### config.mk
export PLATFORM = sky130hd
export DESIGN_NAME = inv_sub_bytes_seq
export DESIGN_NICKNAME = d
export VERILOG_FILES = /design/src/rtl/inv_sub_bytes_seq.sv
export SDC_FILE = /design/constraint.sdc
export NUM_CORES = 1
export LEC_CHECK = 0
export ABC_AREA = 1
export CAP_MARGIN = 25
export CORE_AREA = 2 2 215 217
export CTS_BUF_LIST = sky130_fd_sc_hd__clkbuf_8 sky130_fd_sc_hd__clkbuf_16
export CTS_CLUSTER_SIZE = 25
export DETAILED_ROUTE_END_ITERATION = 6
export DIE_AREA = 0 0 217 219
export GPL_TIMING_DRIVEN = 1
export PLACE_DENSITY_LB_ADDON = 0.3
export SKIP_CTS_REPAIR_TIMING = 1
export SLEW_MARGIN = 15
export SYNTH_ARGS = -nofsm -noshare
export SYNTH_HDL_FRONTEND = slang
export SYNTH_SLANG_ARGS = --single-unit
### constraint.sdc
create_clock -name clk -period 4.7 [get_ports clk]
set_input_delay 0.94 -clock clk [delete_from_list [all_inputs] [get_ports clk]]
set_output_delay 0.94 -clock clk [all_outputs]
set_load 0.05 [all_outputs]
### src/rtl/inv_sub_bytes_seq.sv
// Sequenced inverse SubBytes: LANES shared inverse S-boxes walk a 128-bit AES
// state through a shift register, N = 16/LANES cycles per state.

module InvSubTable (
    input  logic [7:0] inByte,
    output logic [7:0] outByte
);
    // Index 0 is the leftmost byte of the literal.
    localparam logic [0:255][7:0] TABLE = {
        128'h52096ad53036a538bf40a39e81f3d7fb,
        128'h7ce339829b2fff87348e4344c4dee9cb,
        128'h547b9432a6c2233dee4c950b42fac34e,
        128'h082ea16628d924b2765ba2496d8bd125,
        128'h72f8f66486689816d4a45ccc5d65b692,
        128'h6c704850fdedb9da5e154657a78d9d84,
        128'h90d8ab008cbcd30af7e45805b8b34506,
        128'hd02c1e8fca3f0f02c1afbd0301138a6b,
        128'h3a9111414f67dcea97f2cfcef0b4e673,
        128'h96ac7422e7ad3585e2f937e81c75df6e,
        128'h47f11a711d29c5896fb7620eaa18be1b,
        128'hfc563e4bc6d279209adbc0fe78cd5af4,
        128'h1fdda8338807c731b11210592780ec5f,
        128'h60517fa919b54a0d2de57a9f93c99cef,
        128'ha0e03b4dae2af5b0c8ebbb3c83539961,
        128'h172b047eba77d626e169146355210c7d
    };

    assign outByte = TABLE[inByte];
endmodule

module inv_sub_bytes_seq #(
    parameter int LANES = 4
) (
    input  logic         clk,
    input  logic         reset_n,
    input  logic         flush,
    input  logic         inValid,
    output logic         inReady,
    input  logic [127:0] inState,
    output logic         outValid,
    input  logic         outReady,
    output logic [127:0] outState,
    output logic         busy
);
    localparam int N  = 16 / LANES;
    localparam int CW = (N > 1) ? $clog2(N) : 1;
    localparam int LW = 8 * LANES;

    if (LANES != 1 && LANES != 2 && LANES != 4 && LANES != 8 && LANES != 16) begin : gBadLanes
        $error("inv_sub_bytes_seq: LANES must be 1, 2, 4, 8 or 16");
    end

    typedef enum logic [1:0] {IDLE, BUSY, DONE} state_t;

    state_t          state;
    logic [CW-1:0]   cnt;
    logic [127:0]    work;
    logic [LW-1:0]   subOut;
    logic [127:0]    shifted;

    for (genvar i = 0; i < LANES; i++) begin : gLane
        InvSubTable uSbox (
            .inByte (work[127-8*i -: 8]),
            .outByte(subOut[LW-1-8*i -: 8])
        );
    end

    // Substituted bytes re-enter at the bottom, so after N shifts the
    // register is back in original byte order.
    if (LANES == 16) begin : gWhole
        assign shifted = subOut;
    end else begin : gShift
        assign shifted = {work[127-LW:0], subOut};
    end

    always_ff @(posedge clk or negedge reset_n) begin
        if (!reset_n) begin
            state <= IDLE;
            cnt   <= '0;
            work  <= '0;
        end else if (flush) begin
            state <= IDLE;
            cnt   <= '0;
            work  <= '0;
        end else begin
            case (state)
                IDLE: begin
                    if (inValid) begin
                        work  <= inState;
                        cnt   <= '0;
                        state <= BUSY;
                    end
                end
                BUSY: begin
                    work <= shifted;
                    if (cnt == CW'(N - 1)) begin
                        cnt   <= '0;
                        state <= DONE;
                    end else begin
                        cnt <= cnt + CW'(1);
                    end
                end
                DONE: begin
                    if (outReady) state <= IDLE;
                end
                default: state <= IDLE;
            endcase
        end
    end

    assign inReady  = (state == IDLE);
    assign outValid = (state == DONE);
    assign busy     = (state != IDLE);
    assign outState = work;
endmodule

After elaboration in Yosys (flattened, before gate mapping) --
Memory sizes are Yosys's and may differ from the RTL's. Index checks and enable logic that the tools add are counted.
Operators by class: $add $sub $neg 1, magnitude comparators 4, equal/unequal tests 6, multiplexer cells 20, bitwise operators 4, reductions and logical operators 5
Operators by type and width (count):
- 128-bit 2-to-1 mux | 2
- 128-bit case mux with 2 select lines | 1
- 8-bit 2-to-1 mux | 8
- 9-bit >= comparator, second input constant | 4
- 8-bit NOT with 9-bit output | 4
- 2-bit 2-to-1 mux | 7
- 3-bit inequality test, second input constant | 2
- 2-bit case mux with 3 select lines | 1
- 2-bit == test, second input constant | 2
- 2-bit case mux with 2 select lines | 1
- 3-bit by 2-bit inequality test with 1-bit output, second input constant | 1
- 3-bit AND reduction | 1
- 3-bit nonzero test | 1
- 2-bit by 1-bit adder with 2-bit output, second input constant | 1
- 2-bit by 1-bit == test with 1-bit output, second input constant | 1
- 2-bit logical NOT | 1
- 2-bit AND reduction | 1
- 2-bit nonzero test | 1
Word-level totals: flip-flop bits (word level) 132, bits in read-only memories 8192, output and inout port bits 131, logic and storage cells 47, memories kept 4
Memory list:
- (name not given) | depth 256, width 8, read ports 1, clocked after Yosys merged registers in 0, write ports 0, line 28 | assign outByte = TABLE[inByte];
- (name not given) | depth 256, width 8, read ports 1, clocked after Yosys merged registers in 0, write ports 0, line 28
- (name not given) | depth 256, width 8, read ports 1, clocked after Yosys merged registers in 0, write ports 0, line 28
- (name not given) | depth 256, width 8, read ports 1, clocked after Yosys merged registers in 0, write ports 0, line 28

Longest topological paths before layout --
depth after elaboration 6, gate-level depth with buffers 17, gate-level depth less buffers 16

By module --
Synthesis repeated with hierarchy kept, for this count alone.
Unflattened totals: cells, all modules 3603, area, all modules 19859.0 um^2
By module, submodules not included:
- inv_sub_bytes_seq | times used 1, cells an instance 1095, area an instance 7551.0 um^2, seq. area each 3303.2 um^2
- InvSubTable at gLane[2].uSbox ... | times used 2, cells an instance 628, area an instance 3090.5 um^2, seq. area each 0.0 um^2
- InvSubTable at gLane[0].uSbox | times used 1, cells an instance 625, area an instance 3085.5 um^2, seq. area each 0.0 um^2
- InvSubTable at gLane[1].uSbox | times used 1, cells an instance 627, area an instance 3041.7 um^2, seq. area each 0.0 um^2

Worst setup path after synthesis --
OpenSTA, ideal clock, no wires.
kind reg2reg, start point register work[96], in the netlist outState[96], end point register work[1], in the netlist outState[1], library setup time 118 ps, data arrival time 2479 ps, required time 4582 ps, slack 2103 ps, cell stages (with the launch flop) 16, buffers on the path 0, period minus slack after synthesis 2597 ps, path through dfrtp_1 -> inv_1 -> ha_1 -> inv_1 -> nand2_1 -> nand3_1 -> a21oi_1 -> nand2_1 -> nand2_1 -> nand2_1 -> nand2_1 -> nand2_1 -> nand2_1 -> nand2_1 -> nand2_1 -> nand2_1
On the way: longest elaborated chain between the ends 6
Ends and longest elaborated chain:
- from (decl) | line 57 | logic [127:0] work;
- from (signal assigned) | line 89 | work <= inState;
- from (signal assigned) | line 95 | work <= shifted;
- 8-bit NOT with 9-bit output (not written as such) | line 28
- memory read 256 x 8 bit
- 8-bit 2-to-1 mux (not written as such) (2 in series) | line 28
- 128-bit case mux with 2 select lines | line 86 | case (state)
- 128-bit 2-to-1 mux | line 81 | end else if (flush) begin
No other way between the ends. The select of a mux whose other input is x is not followed. A chain may end at the register's enable or synchronous reset.

Final worst setup path --
start point register work[126], in the netlist outState[126], end point output port outState[126]
RTL lines:
- to (decl) | line 42 | output logic [127:0] outState,
No word-level cell between the ends.

==> out/metrics.yaml <==
crit_path_cell_trace: "clkdlybuf4s50_1"
synth_warnings: 0
vias: 24600
synth_top_flop_cell: "dfrtp_1"
antenna_found_initial: 2
critical-path-top-delay-family: "flip-flops"
die_area_mm2: 0.0475
ys_types: 37
synth-seq-cells: 132
cts_tree: "done"
first_pass_iters: 7
final_util_pct: 47.1
synth_cells: 3208
path_clk_slew_ns: 0.07
wl_met2_um: 39100
dpl.hpwl_um: 63900
synth_most_common_cell: "nand2_1"
crit_required_ns: 3.76
layout-drive-gt1-share_pct: 4.22
setup_tns_ns: 0
grt_pass1_wl_um: 138000
rsz0062_at_grt: "no"
fp.dieW_um: 217
async_flop_share_pct: 100
syn_nets: 3416
synth_area_leader_cell: "nand3_1"
yosysSeqAreaShare_pct: 18.5
p_per_area_mw_per_mm2: 489
clock_skew_ns: 0.0141
grt_max_degree: 71
final_antenna_net_count: 0
peakVddDrop_v: 0.000427
cts_root_buf: "clkbuf_16"
track_usage_pct: 37.5
routedWlPerCell_um: 23.3
wl_um: 91200
place_congestion: 1.09
critical_path_arrival_ns: 2.42
synthTopCellsByArea: "nand3_1, nand2_1, dfrtp_1"
drtIter0Drc: 4652
coreArea_mm2: 0.0451
num_io_pins: 264
cts.sinks: 132
dieHeight_um: 219
setup_viol: 0
port_buffers: 263
finalCriticalPeriod_ns: 3.36
fin_crit_sh_pct: 71.5
grt_pass1_vias: 22600
synth_edf_count: 0
avgSynthCellArea_um2: 5.58
max_cap_violations: 0
fill_cells: 4994
hold_viol_final: 0
viasPerCell: 6.26
htreeDepth: 4
start_util_pct: 39.7
syn_area_mm2: 0.0179
drc: 0
crit_type: "reg2out"
cpMaxStageDelayCell: "dfrtp_1"
synth_top_area_share_pct: 24.0
ys_top_cells_by_count: "nand2_1, nand3_1, nor2_1"
slew_headroom_pct: 28.6
max_stage_delay_ns: 0.96
fmax_ghz: 0.297
cp_max_fo: 19
syn_to_final_growth_pct: 18.7
wl_met3_um: 11000
final_nets: 3516
maxSlewViolCount: 0
rows: 78
power_leakage_nw: 10.1
highest_layer: "met4"
tightest_slew_ns: 1.07
clock_latency_ns: 0.50
start_kind: "flop"
status: "completed"
met1Wirelength_um: 35500
cp-end-kind: "output pin"
overflow: 0
cts_buffer_depth: 2
seq_area_mm2: 0.00331
crit_buf_inv: 1
cts_buffers: 17
hold_class: "in2async"
multi_input_comb_area_mm2: 0.0128
[metrics by stage]
stage          worst slack [ns]  total power [mW]  std cells  hold WS [ns]  area, µm²
2_1_floorplan              2.10              6.30       3208         0.464      17900
3_3_place_gp               1.59              8.62       3889         0.491      20600
3_5_place_dp               1.58              8.50       3889         0.491      20600
4_1_cts                    1.34              10.1       3920         0.423      21200
5_1_grt                    1.27              11.0       3921         0.449      21200
6_report                   1.34              10.4       3922         0.416      21200
[cells in the final DEF, fill, tap and decap left out, types with 2 or more instances in the layout]
master	Yosys	layout
clkbuf_16	0	17
buf_4	21	45
o21ai_0	126	126
nand2_1	997	996
clkinv_2	0	2
clkbuf_8	0	2
inv_1	157	155
nor2_4	1	2
clkinv_4	0	3
nor3_1	3	3
o211ai_1	11	11
nand3b_1	5	5
nand2_2	13	13
bufinv_16	0	5
nand4_1	34	34
inv_2	19	22
diode_2	0	2
or2_2	3	3
dfrtp_2	0	5
clkinv_1	6	5
buf_12	0	4
dfrtp_1	132	127
clkdlybuf4s50_1	0	262
o22ai_1	31	31
mux2i_1	31	31
a21oi_1	120	120
o32ai_1	33	33
nand3_1	859	859
nor2_1	287	287
nor2_2	10	9
o21ai_1	13	13
ha_1	75	75
[per-layer routing]
layer  vias up  GRT usage (%)
li1      11000              -
met1     11100           49.5
met2      2065           56.8
met3       409           7.97
met4         0           21.3
met5         -              0
[layout make-up]
cell class                 instances  area share, %
antenna                            2         0.0236
sequential                       132           15.6
inverter                         182           3.22
tap                              600           3.54
multi-input combinational       2663           60.2
clock buffer                      19           2.13
clock inverter                    12          0.955
timing repair buffer             312           14.4
[power breakdown]
group / switching (mW) / internal [mW]
clock: 0.613 / 0.966
sequential: 0.347 / 1.34
combinational: 5.05 / 2.06
[sequential cells by signal (all words and copies together), names as in the netlist]
register  cells
outState    128
cnt           2
state         2
[kinds of logic (layout without fill, tap and decap cells)]
kind of cell             count (synthesis)  after routing  share of synthesized area [%]
flip-flops                             132            132                           18.5
AND/OR/NAND/NOR                       2214           2214                           53.5
multiplexers                            31             31                           1.73
buffers and inverters                  413            525                           10.2
adder cells (fa/ha/maj)                 75             75                           5.24
other                                    0              2                              0
AO/OA/AOI/OAI                          343            343                           10.8
[final timing paths]
| check | from | end | slack, ns | cells past startpoint |
|---|---|---|---|---|
| min reg2reg | outState[14]$_DFFE_PN0P_ | outState[14]$_DFFE_PN0P_ | 0.51 | 2 |
| max | outState[126]$_DFFE_PN0P_ | outState[126] | 1.34 | 1 |
| max reg2reg | outState[120]$_DFFE_PN0P_ | outState[26]$_DFFE_PN0P_ | 1.54 | 12 |
| max in group asynchronous | reset_n | outState[115]$_DFFE_PN0P_ | 3.41 | 2 |
| min | reset_n | outState[25]$_DFFE_PN0P_ | 0.42 | 1 |
| min in group clk | outState[14]$_DFFE_PN0P_ | outState[14]$_DFFE_PN0P_ | 0.51 | 2 |
No activity file was read; power rests on OpenSTA's default activity.
